[config.mk]
export PLATFORM = sky130hd
export DESIGN_NAME = oversampler_phase_ctrl
export DESIGN_NICKNAME = d
export VERILOG_FILES = /design/src/rtl/oversampler_phase_ctrl.sv
export SDC_FILE = /design/constraint.sdc
export NUM_CORES = 1
export LEC_CHECK = 0
export CAP_MARGIN = 20
export CORE_UTILIZATION = 35
export CTS_BUF_LIST = sky130_fd_sc_hd__clkbuf_8
export CTS_CLUSTER_DIAMETER = 60
export DETAILED_ROUTE_END_ITERATION = 10
export PLACE_DENSITY = 0.65
export SLEW_MARGIN = 25
export SYNTH_ARGS = -nofsm -noshare
export SYNTH_HDL_FRONTEND = slang
export SYNTH_SLANG_ARGS = --single-unit
[constraint.sdc]
create_clock -name clock -period 3.4 [get_ports clock]
set_input_delay 0.51 -clock clock [delete_from_list [all_inputs] [get_ports clock]]
set_output_delay 0.51 -clock clock [all_outputs]
set_load 0.02 [all_outputs]
[src/rtl/oversampler_phase_ctrl.sv]
// -----------------------------------------------------------------------------
// oversampler_phase_ctrl
//
// Phase-selection controller for one oversampler instance running with manual
// phase selection. It scans the four sample phases, counting phase_err over a
// fixed dwell per phase. It then commits to the lowest-error phase if that
// phase is clean enough. While locked it monitors the error rate over a sliding
// sequence of fixed windows and rescans when a window collects too many errors.
//
// Ports:
//   clock         in   oversampler fastclock domain
//   reset         in   asynchronous, active-high
//   enable        in   run the controller; low returns it to IDLE
//   phase_err     in   error flag from the oversampler
//   phase_sel_out out  [1:0] registered phase select to the oversampler
//   locked        out  high while in LOCKED
//   best_phase    out  [1:0] phase committed by the last successful scan
//   scan_done     out  one-cycle pulse after every scan, pass or fail
//   scan_fail     out  one-cycle pulse with scan_done when no phase qualified
//   relock_cnt    out  [7:0] saturating count of lock losses
//   err_cnt_flat  out  [4*CNT_W-1:0] per-phase counts of the last scan,
//                      phase n at [n*CNT_W +: CNT_W]
//
// Build option:
//   OVERSAMPLER_PHASE_CTRL_ERRCNT_EN  defined   : the four per-phase counts are
//                                                 stored and driven onto
//                                                 err_cnt_flat.
//                                     undefined : err_cnt_flat is zero and the
//                                                 winner is tracked as a running
//                                                 minimum during the scan.
// -----------------------------------------------------------------------------
module oversampler_phase_ctrl #(
  parameter int SETTLE_CYCLES  = 4,
  parameter int SCAN_CYCLES    = 1024,
  parameter int ERR_THRESH     = 0,
  parameter int LOCK_WINDOW    = 65536,
  parameter int LOCK_ERR_LIMIT = 16,
  parameter int CNT_W          = 16
) (
  input  logic               clock,
  input  logic               reset,
  input  logic               enable,
  input  logic               phase_err,
  output logic [1:0]         phase_sel_out,
  output logic               locked,
  output logic [1:0]         best_phase,
  output logic               scan_done,
  output logic               scan_fail,
  output logic [7:0]         relock_cnt,
  output logic [4*CNT_W-1:0] err_cnt_flat
);

  typedef enum logic [2:0] {
    S_IDLE,
    S_SETTLE,
    S_DWELL,
    S_EVAL,
    S_PICK,
    S_LOCK_SETTLE,
    S_LOCKED
  } state_t;

  localparam logic [CNT_W-1:0] SETTLE_LAST = CNT_W'(SETTLE_CYCLES - 1);
  localparam logic [CNT_W-1:0] SCAN_LAST   = CNT_W'(SCAN_CYCLES - 1);
  localparam logic [CNT_W-1:0] WIN_LAST    = CNT_W'(LOCK_WINDOW - 1);
  localparam logic [CNT_W-1:0] THRESH      = CNT_W'(ERR_THRESH);
  localparam logic [CNT_W-1:0] ERR_LIMIT   = CNT_W'(LOCK_ERR_LIMIT);
  localparam logic [CNT_W-1:0] CNT_MAX     = '1;

  state_t            state_q, state_d;

  // One timer serves settle, dwell and the lock monitoring window, since only
  // one of them is ever running.
  logic [CNT_W-1:0]  tmr_q, tmr_d;
  logic [CNT_W-1:0]  err_q, err_d;
  logic [1:0]        idx_q, idx_d;

  logic [1:0]        sel_d;
  logic              locked_d;
  logic [1:0]        best_d;
  logic              done_d;
  logic              fail_d;
  logic [7:0]        relock_d;
  logic              eval_we;

  logic [CNT_W-1:0]  err_plus;
  logic [CNT_W-1:0]  lock_err;
  logic              win_wrap;
  logic              lock_lost;

  logic [CNT_W-1:0]  win_cnt;
  logic [1:0]        win_idx;

  // Saturating increment of the error counter by the current error flag.
  assign err_plus = (phase_err && (err_q != CNT_MAX)) ? err_q + 1'b1 : err_q;

  // On the window wrap cycle the old window is discarded and the error seen in
  // that cycle opens the new window.
  assign win_wrap  = (tmr_q == WIN_LAST);
  assign lock_err  = win_wrap ? {{(CNT_W-1){1'b0}}, phase_err} : err_plus;
  assign lock_lost = (lock_err >= ERR_LIMIT);

`ifdef OVERSAMPLER_PHASE_CTRL_ERRCNT_EN
  logic [CNT_W-1:0] stored [4];

  always_ff @(posedge clock or posedge reset) begin
    if (reset) begin
      for (int i = 0; i < 4; i++) stored[i] <= '0;
    end else if (eval_we) begin
      stored[idx_q] <= err_q;
    end
  end

  // Strict less-than keeps the lowest index on ties.
  always_comb begin
    win_cnt = stored[0];
    win_idx = 2'd0;
    for (int i = 1; i < 4; i++) begin
      if (stored[i] < win_cnt) begin
        win_cnt = stored[i];
        win_idx = 2'(i);
      end
    end
  end

  for (genvar g = 0; g < 4; g++) begin : g_flat
    assign err_cnt_flat[g*CNT_W +: CNT_W] = stored[g];
  end
`else
  logic [CNT_W-1:0] min_q;
  logic [1:0]       min_idx_q;

  // Phase 0 always seeds the minimum; later phases replace it only when
  // strictly better, so ties resolve to the lowest index.
  always_ff @(posedge clock or posedge reset) begin
    if (reset) begin
      min_q     <= '0;
      min_idx_q <= '0;
    end else if (eval_we && ((idx_q == 2'd0) || (err_q < min_q))) begin
      min_q     <= err_q;
      min_idx_q <= idx_q;
    end
  end

  assign win_cnt      = min_q;
  assign win_idx      = min_idx_q;
  assign err_cnt_flat = '0;
`endif

  always_ff @(posedge clock or posedge reset) begin
    if (reset) state_q <= S_IDLE;
    else       state_q <= state_d;
  end

  always_comb begin
    state_d  = state_q;
    tmr_d    = tmr_q;
    err_d    = err_q;
    idx_d    = idx_q;
    sel_d    = phase_sel_out;
    locked_d = locked;
    best_d   = best_phase;
    done_d   = 1'b0;
    fail_d   = 1'b0;
    relock_d = relock_cnt;
    eval_we  = 1'b0;

    // Dropping enable wins over every other event, including a lock loss in
    // the same cycle; phase_sel_out is left where it is.
    if (!enable) begin
      state_d  = S_IDLE;
      locked_d = 1'b0;
    end else begin
      unique case (state_q)
        S_IDLE: begin
          state_d = S_SETTLE;
          sel_d   = 2'd0;
          idx_d   = 2'd0;
          tmr_d   = '0;
        end

        S_SETTLE: begin
          if (tmr_q == SETTLE_LAST) begin
            state_d = S_DWELL;
            tmr_d   = '0;
            err_d   = '0;
          end else begin
            tmr_d = tmr_q + 1'b1;
          end
        end

        S_DWELL: begin
          err_d = err_plus;
          if (tmr_q == SCAN_LAST) begin
            state_d = S_EVAL;
            tmr_d   = '0;
          end else begin
            tmr_d = tmr_q + 1'b1;
          end
        end

        S_EVAL: begin
          eval_we = 1'b1;
          if (idx_q != 2'd3) begin
            idx_d   = idx_q + 2'd1;
            sel_d   = idx_q + 2'd1;
            tmr_d   = '0;
            state_d = S_SETTLE;
          end else begin
            state_d = S_PICK;
          end
        end

        S_PICK: begin
          done_d = 1'b1;
          tmr_d  = '0;
          if (win_cnt <= THRESH) begin
            best_d  = win_idx;
            sel_d   = win_idx;
            state_d = S_LOCK_SETTLE;
          end else begin
            fail_d  = 1'b1;
            sel_d   = 2'd0;
            idx_d   = 2'd0;
            state_d = S_SETTLE;
          end
        end

        S_LOCK_SETTLE: begin
          if (tmr_q == SETTLE_LAST) begin
            state_d  = S_LOCKED;
            locked_d = 1'b1;
            tmr_d    = '0;
            err_d    = '0;
          end else begin
            tmr_d = tmr_q + 1'b1;
          end
        end

        S_LOCKED: begin
          err_d = lock_err;
          tmr_d = win_wrap ? '0 : tmr_q + 1'b1;
          if (lock_lost) begin
            state_d  = S_SETTLE;
            sel_d    = 2'd0;
            idx_d    = 2'd0;
            tmr_d    = '0;
            locked_d = 1'b0;
            relock_d = (relock_cnt == 8'hFF) ? relock_cnt : relock_cnt + 8'd1;
          end
        end

        default: begin
          state_d  = S_IDLE;
          locked_d = 1'b0;
        end
      endcase
    end
  end

  always_ff @(posedge clock or posedge reset) begin
    if (reset) begin
      tmr_q         <= '0;
      err_q         <= '0;
      idx_q         <= '0;
      phase_sel_out <= '0;
      locked        <= 1'b0;
      best_phase    <= '0;
      scan_done     <= 1'b0;
      scan_fail     <= 1'b0;
      relock_cnt    <= '0;
    end else begin
      tmr_q         <= tmr_d;
      err_q         <= err_d;
      idx_q         <= idx_d;
      phase_sel_out <= sel_d;
      locked        <= locked_d;
      best_phase    <= best_d;
      scan_done     <= done_d;
      scan_fail     <= fail_d;
      relock_cnt    <= relock_d;
    end
  end

endmodule

==> reports/metrics.yaml <==
timing:
  hold_violations: 0
  worst_slew_pin_slew_ns: 0.9176
  drv_slew: 0
  rsz0062_at_grt: "false"
  finClkSkew_ns: 0.007332
  whs_ns: 0.4872
  fin_setup_tns_ns: 0
  finalCriticalPeriod_ns: 3.042
  fmax_mhz: 328.7
  setup_violations: 0
  fin_crit_sh_pct: 89.48
  relSlewSlack_pct: 38.83
routing:
  num_vias: 3770
  wl_um: 10540
  firstDrtPassIters: 4
  drt-initial-drc-count: 267
  viasPerCell: 5.179
  drc_errors: 0
  wl_per_cell_um: 14.47
  detail-route-antenna-nets: 0
cts:
  cts_tree: "built"
  cts_setup_buffers: 0
  htree_num_levels: 3
  clk_latency_ns: 0.35
  clockBufferDepth: 2
  clkTransAtPathRegs_ns: 0.08
  cts_sinks: 70
  cts_buffers: 9
  ctsHoldBuffers: 0
  cts_resized: 0
  cts_root_buf: "clkbuf_8"
power_and_ir_drop:
  p_leak_uw: 0.002374
  p_per_area_nw_per_um2: 356.3
  ir_drop_v: 0.0001798
floorplan:
  io_pins: 83
  die_area_um2: 14310
  initial_core_util_pct: 36.27
  rows: 42
  coreArea_um2: 13350
  dieWidth_um: 119.6
  fp.dieH_um: 119.6
placement:
  io_buffers: 18
  gp_congestion: 0.8795
  dp_hpwl_um: 7531
  place_area_um2: 4985
synth:
  synth_top_family_by_area: "simple AND/OR/NAND/NOR gates"
  yosysTopAreaCell: "dfrtp_1"
  synth_area_um2: 4841
  yosysSeqAreaShare_pct: 36.19
  synth-edff-count: 0
  ys_top_cells_by_area: "dfrtp_1, buf_4, ha_1"
  ys_types: 62
  synth-async-reset-ratio_pct: 100.0
  ys_ff_latch: 70
  syn_area_per_cell_um2: 9.151
  synthSimpleGateAreaFrac_pct: 20.01
  synthCells: 529
  synthAdderAreaFrac_pct: 5.169
  yosysTopAreaCellShare_pct: 36.19
  synthMuxAreaShare_pct: 5.454
  synth_ff_type: "dfrtp_1"
  synth_compound_area_share_pct: 17.42
  synth_xor_area_share_pct: 1.783
  ys_warn_count: 0
worst_setup_path:
  r2r_cells: 8
  crit_fanout: 16
  critical_path.cell_chain: "nand4_1 -> or4_1 -> a32oi_1 -> and4_1 -> and3_4 -> a31oi_4 -> nor2_2 -> a22o_1"
  worstPathArrival_ns: 3.33
  critPathLaunchType: "flop"
  slowest_stage: "or4_1"
  cp-end-kind: "flop"
  critical_path_class: "reg -> reg"
  cp.required_ns: 3.69
  rr_startpoint: "err_q[8]"
  r2r_setup_slack_ns: 0.36
  worstReg2RegEnd: "tmr_q[2]"
  cpPeakStageDelay_ns: 0.60
global_routing:
  grt_max_degree: 71
  track_usage_pct: 15.31
  grt_pass1_wl_um: 17530
  grt_antenna_before_repair: 0
  overflow: 0
  grt_pass1_vias: 3553
final_layout:
  final_util_pct: 38.76
  post-route-cell-area_um2: 5174
  n_antenna_cell: 0
  syn_to_final_growth_pct: 6.875
  drive_above_1_share_pct: 11.23
  final_nets: 572
job:
  drv_cap: 0
worst_hold_path:
  min_path_cells: 2
  hold_start: "phase_sel_out[1]"
  hp-class: "reg -> reg"
  min_to: "phase_sel_out[1]"
run_status:
  run_status: "complete, no violations"
==> logic make-up (layout without fill, tap and decap cells) <==
family | Yosys count | in the layout
flops | 70 | 70
simple gates | 174 | 174
mux | 24 | 24
buf+inv | 109 | 69
compound gates | 122 | 122
other cells | 1 | 64
fa+ha+maj | 20 | 20
xor+xnor | 9 | 9
==> power by group <==
part	internal [µW]	leakage, µW	switching (µW)
clock	349	0.0000993	317
combinational	86.3	0.00132	201
sequential	862	0.000951	27.3
total	1300	0.00237	546
==> sequential cells by signal (all words and copies together), names as in the netlist <==
name	flops
relock_cnt	8
min_q	16
state_q	3
min_idx_q	2
phase_sel_out	2
best_phase	2
scan_done	1
scan_fail	1
err_q	16
tmr_q	16
idx_q	2
locked	1
==> worst max-delay path, delay by kind of cell, from the launching register on <==
family / cells / cell delay (ns)
AOI/OAI and AO/OA: 3 / 0.58
DFF: 1 / 0.58
and+or+nand+nor: 5 / 1.81
==> routing by layer <==
layer  track usage (%)  vias up  wire, µm  part of all wire, %
met2             23.95      110      4944                   47
met3             3.707       11       480                  4.6
met5                 0        -         0                    0
met1             20.53     1838      4989                   47
li1                  -     1811         -                    -
met4             5.313        0       121                  1.1
==> metrics by stage <==
step	std cells	power, µW	worst slack [ns]
6_report	728	1843	0.3578
5_1_grt	728	1933	0.1892
4_1_cts	728	1862	0.4137
3_5_place_dp	713	1191	0.2015
3_3_place_gp	713	1182	0.2450
2_1_floorplan	592	1173	0.7909
==> layout by cell type, fill, tap and decap left out, types with 18 or more instances in the layout <==
| cell | netlist | layout |
|---|---|---|
| dfrtp_1 | 70 | 70 |
| nand2_1 | 40 | 40 |
| a21oi_1 | 21 | 21 |
| conb_1 | 1 | 64 |
| ha_1 | 20 | 20 |
| inv_1 | 24 | 24 |
| nor2_1 | 24 | 24 |
| mux2_2 | 19 | 19 |
| clkdlybuf4s50_1 | 0 | 18 |
| nand3_1 | 22 | 22 |
| o21ai_0 | 39 | 39 |
==> layout make-up <==
type	count	area, µm²
inverter	24	90.09
clock inverter	5	51.30
fill	1346	8174
timing repair buffer	30	270.3
tap	176	220.2
clock buffer	10	137.6
sequential	70	1752
multi-input combinational	413	2653
==> worst max-delay path by stage <==
stage | startpoint | endpoint | slack (ns)
finish | err_q[8] | tmr_q[2] | 0.36
global route | err_q[8] | tmr_q[14] | 0.19
CTS | err_q[8] | tmr_q[14] | 0.41
detailed placement | phase_err | tmr_q[5] | 0.20
global placement | phase_err | tmr_q[5] | 0.25
floorplan | err_q[1] | min_idx_q[0] | 0.79
==> synthesized netlist by cell type, drive strengths merged (2+ instances only) <==
cell / count
buf: 77
dfrtp: 70
o21ai: 44
nand2: 40
nor2: 25
inv: 24
nand3: 23
a21oi: 21
ha: 20
mux2: 19
and3: 15
nor3: 14
nor4: 12
and2: 11
nand4: 11
o31ai: 9
a21o: 8
a22o: 8
clkbuf: 8
nand2b: 8
xnor2: 7
a31oi: 6
mux2i: 5
nor2b: 5
and4: 4
a211oi: 2
a2bb2oi: 2
a32o: 2
a41o: 2
o211a: 2
o211ai: 2
o2bb2ai: 2
o32ai: 2
o41ai: 2
or3: 2
or4: 2
xor2: 2
Power figures use the tool's default switching activity.
